**config.mk**
```make
export PLATFORM = sky130hd
export DESIGN_NAME = blue_motion
export DESIGN_NICKNAME = d
export VERILOG_FILES = /design/src/rtl/blue_motion.sv
export SDC_FILE = /design/constraint.sdc
export NUM_CORES = 1
export LEC_CHECK = 0
export ABC_CLOCK_PERIOD_IN_PS = 3700
export CORE_MARGIN = 2
export CORE_UTILIZATION = 50
export CTS_BUF_LIST = sky130_fd_sc_hd__clkbuf_4
export DETAILED_ROUTE_END_ITERATION = 12
export PLACE_DENSITY = 0.73
export SYNTH_ARGS = -nofsm -noshare
export SYNTH_HDL_FRONTEND = slang
export SYNTH_SLANG_ARGS = --single-unit
```
**constraint.sdc**
```tcl
create_clock -name clk -period 3.7 [get_ports clk]
set_clock_uncertainty 0.05 [all_clocks]
set_input_delay 1.11 -clock clk [delete_from_list [all_inputs] [get_ports clk]]
set_output_delay 1.11 -clock clk [all_outputs]
set_load 0.02 [all_outputs]
```
**src/rtl/blue_motion.sv**
```systemverilog
`default_nettype none
// ============================================================================
//  Module      : blue_motion
//  Description : Per-frame motion controller for the blue character
//                (47x41 sprite). Walk, jump, gravity fall and landing,
//                driven by keyboard levels and the collision vector.
//  Revision    : 1.0  initial release
// ============================================================================
module blue_motion #(
  parameter logic [9:0] X_START = 10'd40,
  parameter logic [8:0] Y_START = 9'd100,
  parameter logic [9:0] X_STEP  = 10'd2,
  parameter logic [4:0] JUMP_V  = 5'd12,
  parameter logic [4:0] GRAVITY = 5'd1,
  parameter logic [4:0] V_MAX   = 5'd10,
  parameter logic [9:0] X_MIN   = 10'd0,
  parameter logic [9:0] X_MAX   = 10'd593,
  parameter logic [8:0] Y_MAX   = 9'd439
) (
  input  logic       clk,
  input  logic       rst,
  input  logic       frame_tick,
  input  logic       key_left,
  input  logic       key_right,
  input  logic       key_jump,
  input  logic [3:0] is_Collision,
  output logic [9:0] x_blue,
  output logic [8:0] y_blue,
  output logic [1:0] state,
  output logic [4:0] vy
);

  typedef enum logic [1:0] {
    ST_GROUND = 2'd0,
    ST_RISE   = 2'd1,
    ST_FALL   = 2'd2
  } state_t;

  // Collision bit positions
  localparam int c_COL_DOWN  = 0;
  localparam int c_COL_UP    = 1;
  localparam int c_COL_RIGHT = 2;
  localparam int c_COL_LEFT  = 3;

  state_t     r_state;
  logic [9:0] r_x;
  logic [8:0] r_y;
  logic [4:0] r_vy;

  logic        w_move_right;
  logic        w_move_left;
  logic [10:0] w_x_right_sum;
  logic [9:0]  w_x_right;
  logic [9:0]  w_x_left;
  logic [9:0]  w_y_ext;
  logic [9:0]  w_vy_ext;
  logic [9:0]  w_y_fall_sum;
  logic        w_fall_hits_floor;
  logic        w_rise_ends;
  logic [8:0]  w_y_rise_sat;
  logic [8:0]  w_y_jump;
  logic [5:0]  w_vy_inc;
  logic [4:0]  w_vy_fall_next;

  // Candidate next positions/speeds; all y math done 10 bits wide so that
  // nothing wraps before the clamps are applied.
  always_comb begin
    w_move_right  = key_right & ~key_left & ~is_Collision[c_COL_RIGHT];
    w_move_left   = key_left & ~key_right & ~is_Collision[c_COL_LEFT];
    w_x_right_sum = {1'b0, r_x} + {1'b0, X_STEP};
    w_x_right     = (w_x_right_sum >= {1'b0, X_MAX}) ? X_MAX : w_x_right_sum[9:0];
    w_x_left      = (r_x < (X_MIN + X_STEP)) ? X_MIN : (r_x - X_STEP);

    w_y_ext           = {1'b0, r_y};
    w_vy_ext          = {5'd0, r_vy};
    w_y_fall_sum      = w_y_ext + w_vy_ext;
    w_fall_hits_floor = (w_y_fall_sum >= {1'b0, Y_MAX});
    w_rise_ends       = (r_vy <= GRAVITY) || (w_vy_ext >= w_y_ext);
    w_y_rise_sat      = (w_vy_ext >= w_y_ext) ? 9'd0 : (r_y - {4'd0, r_vy});
    w_y_jump          = (w_y_ext >= {5'd0, JUMP_V}) ? (r_y - {4'd0, JUMP_V}) : 9'd0;
    w_vy_inc          = {1'b0, r_vy} + {1'b0, GRAVITY};
    w_vy_fall_next    = (w_vy_inc >= {1'b0, V_MAX}) ? V_MAX : w_vy_inc[4:0];
  end

  // Position and vertical FSM; everything advances only on a frame tick
  always_ff @(posedge clk or posedge rst) begin
    if (rst) begin
      r_x     <= X_START;
      r_y     <= Y_START;
      r_state <= ST_FALL;
      r_vy    <= 5'd0;
    end else if (frame_tick) begin
      if (w_move_right) begin
        r_x <= w_x_right;
      end else if (w_move_left) begin
        r_x <= w_x_left;
      end

      case (r_state)
        ST_GROUND: begin
          if (!is_Collision[c_COL_DOWN] && (r_y < Y_MAX)) begin
            // Walked off a ledge: drop with zero initial speed
            r_state <= ST_FALL;
            r_vy    <= 5'd0;
          end else if (key_jump && !is_Collision[c_COL_UP]) begin
            r_state <= ST_RISE;
            r_vy    <= JUMP_V - GRAVITY;
            r_y     <= w_y_jump;
          end else begin
            r_vy <= 5'd0;
          end
        end
        ST_RISE: begin
          if (is_Collision[c_COL_UP]) begin
            // Head bump: stop where we are
            r_state <= ST_FALL;
            r_vy    <= 5'd0;
          end else if (w_rise_ends) begin
            r_state <= ST_FALL;
            r_vy    <= 5'd0;
            r_y     <= w_y_rise_sat;
          end else begin
            r_y  <= r_y - {4'd0, r_vy};
            r_vy <= r_vy - GRAVITY;
          end
        end
        ST_FALL: begin
          if (is_Collision[c_COL_DOWN]) begin
            r_state <= ST_GROUND;
            r_vy    <= 5'd0;
          end else if (w_fall_hits_floor) begin
            r_state <= ST_GROUND;
            r_y     <= Y_MAX;
            r_vy    <= 5'd0;
          end else begin
            r_y  <= w_y_fall_sum[8:0];
            r_vy <= w_vy_fall_next;
          end
        end
        default: begin
          // Unused encoding: recover into a clean fall
          r_state <= ST_FALL;
          r_vy    <= 5'd0;
        end
      endcase
    end
  end

  assign x_blue = r_x;
  assign y_blue = r_y;
  assign state  = r_state;
  assign vy     = r_vy;

endmodule
`default_nettype wire

```
==> results.sh, run 1 <==
export IMPL_outcome="completed"
export IMPL_rsz0062_at_grt="false"
export IMPL_vdd_drop_max_v=0.000459
export IMPL_grt_pass1_wl_um=14200
export IMPL_hold_slack_ps=553
export IMPL_post_cts_resized=0
export IMPL_ant_nets=0
export IMPL_synth_warning_count=0
export IMPL_die_x_um=81.2
export IMPL_swShare_pct=53.0
export IMPL_grt_max_degree=27
export IMPL_syn_area_sq_um=2980
export IMPL_period_share_pct=94.0
export IMPL_fillers=506
export IMPL_hold_viol_final=0
export IMPL_endpoint_kind="flop"
export IMPL_switchingPower_uw=1530
export IMPL_via_per_inst=6.43
export IMPL_fin_crit_ps=3480
export IMPL_min_delay_path_class="flop to flop"
export IMPL_layout_drive_gt1_share_pct=7.16
export IMPL_coreArea_sq_um=5850
export IMPL_power_density_nw_per_um2=841
export IMPL_hpwl_um=6280
export IMPL_critPathMaxStageDelay_ps=550
export IMPL_required_ps=3940
export IMPL_pwr_share_comb_pct=69.3
export IMPL_cts_tree="built"
export IMPL_netlist_instances=395
export IMPL_timing_fmax_mhz=288
export IMPL_power_share_sequential_pct=23.5
export IMPL_clkTransAtPathRegs_ps=160
export IMPL_cts_hold_buf=0
export IMPL_rows=28
export IMPL_power_uw=2890
export IMPL_clock_sinks=26
export IMPL_cp_start_kind="flop"
export IMPL_initial_core_util_pct=50.9
export IMPL_p_int_uw=1360
export IMPL_grt_pass1_vias=2841
export IMPL_ys_flop_type="dfrtp_1"
export IMPL_leakagePower_uw=0.00134
export IMPL_root_buffer="clkbuf_4"
export IMPL_die_h_um=81.2
export IMPL_yosysUniqueCellTypes=63
export IMPL_cts_buffers=3
export IMPL_synth_async_reset_ratio_pct=100
export IMPL_first_pass_iters=5
export IMPL_wl_per_cell_um=17.0
export IMPL_syn_avg_cell_area_sq_um=7.55
export IMPL_tns_ps=0
export IMPL_dr_total_vias=3174
export IMPL_diodes=0
export IMPL_clockBufferDepth=2
export IMPL_place_area_sq_um=3390
export IMPL_post_route_util_pct=58.8
export IMPL_antenna_found_initial=0
export IMPL_postCtsSetupRepairBufs=0
export IMPL_synth_seq_cells=26
export IMPL_crit_arrival_ps=3720
export IMPL_synth_edf_count=0
export IMPL_path_cells="inv_1 > ha_1 > and2b_1 > a211oi_1 > o2111ai_1 > xnor2_1 > or2_2 > o2111ai_2 > o2111a_2 > mux2_1"
export IMPL_layout_nets=454
export IMPL_pwr_share_clk_pct=7.1
export IMPL_worstSetupPathType="flop to flop"
export IMPL_dieArea_sq_um=6590
export IMPL_overflow=0
export IMPL_gp_congestion=0.916
export IMPL_critPathMaxFanout=8
export IMPL_finalSetupViolCount=0
export IMPL_drv_slew=0
export IMPL_cts_htree_levels=1
export IMPL_ioPinCount=36
export IMPL_syn_num_nets=429
export IMPL_grt_use_total_pct=27.1
export IMPL_max_slew_margin_pct=59.0
export IMPL_drt_first_iter_violations=271
export IMPL_maxCapViolations=0
export IMPL_areaGrowthSynthToFinish_pct=15.5
export IMPL_yosysSeqAreaShare_pct=22.1
export IMPL_wirelength_um=8380
export IMPL_worst_pin_slew_ps=614
export IMPL_drt_drc_violations_left=0
export IMPL_fin_area_sq_um=3440
export IMPL_worstSkewPairLatency_ps=340
export IMPL_slowest_stage="dfrtp_1"
export IMPL_io_buffers=35
-- cells in the final DEF (no fill, tap or decap), types with 4 or more instances in the layout --
cell type	n
o21ai_0	36
clkdlybuf4s50_1	35
nor2_1	32
a21oi_1	30
nand2_1	28
inv_1	24
nor3_1	22
ha_1	22
dfrtp_1	20
nand3_1	13
a31oi_1	10
o21a_1	8
o31ai_1	8
nor2b_1	7
nand2b_1	7
buf_4	7
nand4_1	6
a211oi_1	6
dfstp_2	6
a21o_1	5
nor4_1	5
and3_1	4
xnor2_1	4
a221oi_1	4
o221ai_1	4
a22oi_1	4
-- kinds of logic after synthesis --
family / synth area share, %
flops: 22.1
compound gates: 34.5
xor+xnor: 2.06
simple gates: 22.7
fa+ha+maj: 10.6
mux: 2.14
buf+inv: 5.96
-- cells in the mapped netlist, drive strengths merged, types with 5 or more instances --
cell type / instances / area [sq um]
nor4: 5 / 31.3
o31ai: 8 / 60.1
nor2: 32 / 120
nor3: 22 / 110
ha: 22 / 275
a21o: 5 / 37.5
nor2b: 8 / 52.6
a211oi: 6 / 45.0
inv: 24 / 90.1
nand2: 28 / 105
a31oi: 11 / 75.1
a21oi: 31 / 159
nand4: 6 / 37.5
nand3: 13 / 65.1
dfrtp: 20 / 500
nand2b: 7 / 43.8
dfstp: 6 / 158
o21ai: 39 / 199
clkbuf: 17 / 63.8
buf: 5 / 23.8
o21a: 8 / 60.1
-- worst max-delay path, delay by kind of cell, from the launching register on --
family                   cells  cell delay (ps)
adder cells (fa/ha/maj)      1              420
AND/OR/NAND/NOR              2              540
multiplexers                 1              320
AO/OA/AOI/OAI                4             1170
flip-flops                   1              550
XOR/XNOR                     1              170
buffers and inverters        1              200
-- routing by layer --
layer / vias up / wire length (um) / track usage (%)
li1: 1526 / - / -
met4: 0 / 102 / 6.44
met1: 1492 / 3830 / 39.8
met5: - / 0 / 0
met3: 8 / 610 / 2.22
met2: 148 / 3840 / 43.1
-- metrics by stage --
step           instances  setup WS, ps
2_1_floorplan        395           634
3_3_place_gp         490           421
3_5_place_dp         490           322
4_1_cts              494           295
5_1_grt              494          72.6
6_report             494           222
-- path summary, 6_finish.rpt --
kind | from | endpoint | slack, ps | cells past startpoint
setup / recovery | vy[3]$_DFFE_PP0P_ | state[1]$_DFFE_PP1P_ | 220 | 10
hold / removal | x_blue[0]$_DFFE_PP0P_ | x_blue[0]$_DFFE_PP0P_ | 550 | 1
setup reg to reg | vy[3]$_DFFE_PP0P_ | state[1]$_DFFE_PP1P_ | 220 | 10
hold reg to reg | x_blue[0]$_DFFE_PP0P_ | x_blue[0]$_DFFE_PP0P_ | 550 | 1
max in group asynchronous | rst | x_blue[3]$_DFFE_PP1P_ | 2230 | 3
min in group asynchronous | rst | x_blue[1]$_DFFE_PP0P_ | 1060 | 3
-- layout make-up --
type | count | area, sq um | area share (%)
multi-input combinational | 323 | 2140 | 62.3
tap | 75 | 93.8 | 2.73
clock buffer | 3 | 22.5 | 0.654
inverter | 24 | 90.1 | 2.62
sequential | 26 | 658 | 19.1
clock inverter | 1 | 30.0 | 0.872
timing repair buffer | 42 | 403 | 11.7
-- power groups by stage --
| stage | combinational [uW] | sequential (uW) | clock (uW) |
|---|---|---|---|
| global placement | 1950 | 675 | 0 |
| detailed placement | 1960 | 680 | 0 |
| CTS | 1980 | 675 | 206 |
| global route | 2230 | 709 | 221 |
| floorplan | 1380 | 687 | 0 |
| finish | 2010 | 681 | 206 |
-- registers in the layout, summed over array words and instances (netlist names) --
register,flops
y_blue,9
x_blue,10
state,2
vy,5
No activity file was read; power rests on OpenSTA's default activity.
==> inputs of run 2 (changes only) <==
CTS_CLUSTER_DIAMETER = 100   (was default)
==> results of run 2 <==
The final DEF is identical to that of run 1; final timing and power are the same.
==> inputs of run 3 (changes only) <==
HOLD_SLACK_MARGIN = 0.15   (was default)
==> results of run 3 <==
The final DEF is identical to that of run 1; final timing and power are the same.
==> RTL edit (flow settings as in run 2) <==
Register the inputs `frame_tick`, `key_left`, `key_right`, `key_jump` and `is_Collision` before use, with the module's reset. The logic sees them one clock later.
--- a/src/rtl/blue_motion.sv
+++ b/src/rtl/blue_motion.sv
@@ -43,4 +43,26 @@
   localparam int c_COL_LEFT  = 3;
 
+  logic frame_tick_q;
+  logic key_left_q;
+  logic key_right_q;
+  logic key_jump_q;
+  logic [3:0] is_Collision_q;
+
+  always_ff @(posedge clk or posedge rst) begin
+    if (rst) begin
+      frame_tick_q   <= '0;
+      key_left_q     <= '0;
+      key_right_q    <= '0;
+      key_jump_q     <= '0;
+      is_Collision_q <= '0;
+    end else begin
+      frame_tick_q   <= frame_tick;
+      key_left_q     <= key_left;
+      key_right_q    <= key_right;
+      key_jump_q     <= key_jump;
+      is_Collision_q <= is_Collision;
+    end
+  end
+
   state_t     r_state;
   logic [9:0] r_x;
@@ -66,6 +88,6 @@
   // nothing wraps before the clamps are applied.
   always_comb begin
-    w_move_right  = key_right & ~key_left & ~is_Collision[c_COL_RIGHT];
-    w_move_left   = key_left & ~key_right & ~is_Collision[c_COL_LEFT];
+    w_move_right  = key_right_q & ~key_left_q & ~is_Collision_q[c_COL_RIGHT];
+    w_move_left   = key_left_q & ~key_right_q & ~is_Collision_q[c_COL_LEFT];
     w_x_right_sum = {1'b0, r_x} + {1'b0, X_STEP};
     w_x_right     = (w_x_right_sum >= {1'b0, X_MAX}) ? X_MAX : w_x_right_sum[9:0];
@@ -90,5 +112,5 @@
       r_state <= ST_FALL;
       r_vy    <= 5'd0;
-    end else if (frame_tick) begin
+    end else if (frame_tick_q) begin
       if (w_move_right) begin
         r_x <= w_x_right;
@@ -99,9 +121,9 @@
       case (r_state)
         ST_GROUND: begin
-          if (!is_Collision[c_COL_DOWN] && (r_y < Y_MAX)) begin
+          if (!is_Collision_q[c_COL_DOWN] && (r_y < Y_MAX)) begin
             // Walked off a ledge: drop with zero initial speed
             r_state <= ST_FALL;
             r_vy    <= 5'd0;
-          end else if (key_jump && !is_Collision[c_COL_UP]) begin
+          end else if (key_jump_q && !is_Collision_q[c_COL_UP]) begin
             r_state <= ST_RISE;
             r_vy    <= JUMP_V - GRAVITY;
@@ -112,5 +134,5 @@
         end
         ST_RISE: begin
-          if (is_Collision[c_COL_UP]) begin
+          if (is_Collision_q[c_COL_UP]) begin
             // Head bump: stop where we are
             r_state <= ST_FALL;
@@ -126,5 +148,5 @@
         end
         ST_FALL: begin
-          if (is_Collision[c_COL_DOWN]) begin
+          if (is_Collision_q[c_COL_DOWN]) begin
             r_state <= ST_GROUND;
             r_vy    <= 5'd0;
Function: changed (Yosys sat finds a counterexample within 4 cycles, from zero or initial values and one cycle with rst high).
==> RTL edit against run 2 <==
Final area is 9.2% higher. Sequential cell count is 8 higher. Power is 17% higher. Wire length is 8.1% higher. Synthesized area is 13% higher. Fmax is 6.6% higher. Worst setup slack better by 220 ps. Final cell count is 1.2% higher.
==> RTL edit: results (changes against run 2) <==
- Status: completed (unchanged)
- Seq pwr: 885 µW (was 681 µW)
- Met1 WL: 4160 µm (was 3830 µm)
- Critical path fanouts, max: 15 (was 8)
- Leak Pwr: 1.44 nW (was 1.34 nW)
- Met2 WL: 4140 µm (was 3840 µm)
- VDD IR max: 0.000520 V (was 0.000459 V)
- Met2 Use GR: 0.385 (was 0.431)
- M3 GR Usage: 0.0423 (was 0.0222)
- Arr. time, crit path: 3440 ps (was 3720 ps)
- Placer congestion estimate: 0.934 (was 0.916)
- Layout non-clock buf frac: 0.0992 (was 0.117)
- Register-to-Register Path Depth: 9 (was 10)
- R2R setup slack: 440 ps (was 220 ps)
- Post-synthesis xor/xnor area fraction: 0.0260 (was 0.0206)
- CTS clock-pin slew for the worst setup and hold paths: 100 ps (was 160 ps)
- Int Power: 1.60 mW (was 1.36 mW)
- Post-synthesis sequential area ratio: 0.255 (was 0.221)
- Worst r2r dst: vy[1]$_DFFE_PP0P_ (was state[1]$_DFFE_PP1P_)
- Hold-critical path endpoint: y_blue[2]$_DFFE_PP1P_ (was x_blue[0]$_DFFE_PP0P_)
- Compound-Gate Fraction of Synth Area: 0.327 (was 0.345)
- Syn nets: 436 (was 429)
- Detailed Place HPWL: 6670 µm (was 6280 µm)
- Cell Count, Final, Fillers Out: 500 (was 494)
- Adder-cell share of the synthesized area: 0.0938 (was 0.106)
- Switching pwr: 1.80 mW (was 1.53 mW)
- Place WS: 533 ps (was 322 ps)
- Crit path largest cell delay: 620 ps (was 550 ps)
- Final min period: 3260 ps (was 3480 ps)
- Multi-input gate count: 322 (was 323)
- Synth area leaders: dfrtp_1 21%, ha_1 8.2%, dfstp_2 4.7%, o21ai_0 3.9%, a21oi_1 3.4% (was dfrtp_1 17%, ha_1 9.2%, o21ai_0 6.0%, dfstp_2 5.3%, a21oi_1 5.0%)
- First-pass GRT wire length: 15400 µm (was 14200 µm)
- Largest net degree at the start of global routing: 35 (was 27)
- Worst-Skew Late Latency: 320 ps (was 340 ps)
- Final clock-cell share: 0.0126 (was 0.0153)
- Vias in the first global route: 3096 (was 2841)
- GR Util met1: 0.384 (was 0.398)
- Post-Syn Instances: 402 (was 395)
[RTL edit: changes by cell type in the layout (fill, tap and decap cells not counted), moves of 3 or more]
| cell | run 2 | this run |
|---|---|---|
| o21ai_0 | 36 | 26 |
| a21oi_1 | 30 | 23 |
| a22o_1 | 3 | 0 |
| o31a_1 | 1 | 5 |
| o31ai_1 | 8 | 4 |
| o211ai_1 | 1 | 5 |
| dfrtp_1 | 20 | 28 |
| nor2_1 | 32 | 27 |
| a31oi_1 | 10 | 4 |
| buf_4 | 7 | 3 |
| a41oi_1 | 0 | 3 |
| nor3_1 | 22 | 11 |
[RTL edit: cells by family (layout without fill, tap and decap cells)]
group / Yosys count / count (layout)
XOR/XNOR: 10 / 10
multiplexers: 5 / 5
AND/OR/NAND/NOR: 137 / 137
adder cells (fa/ha/maj): 24 / 24
buffers and inverters: 46 / 67
AO/OA/AOI/OAI: 146 / 146
flip-flops: 34 / 34
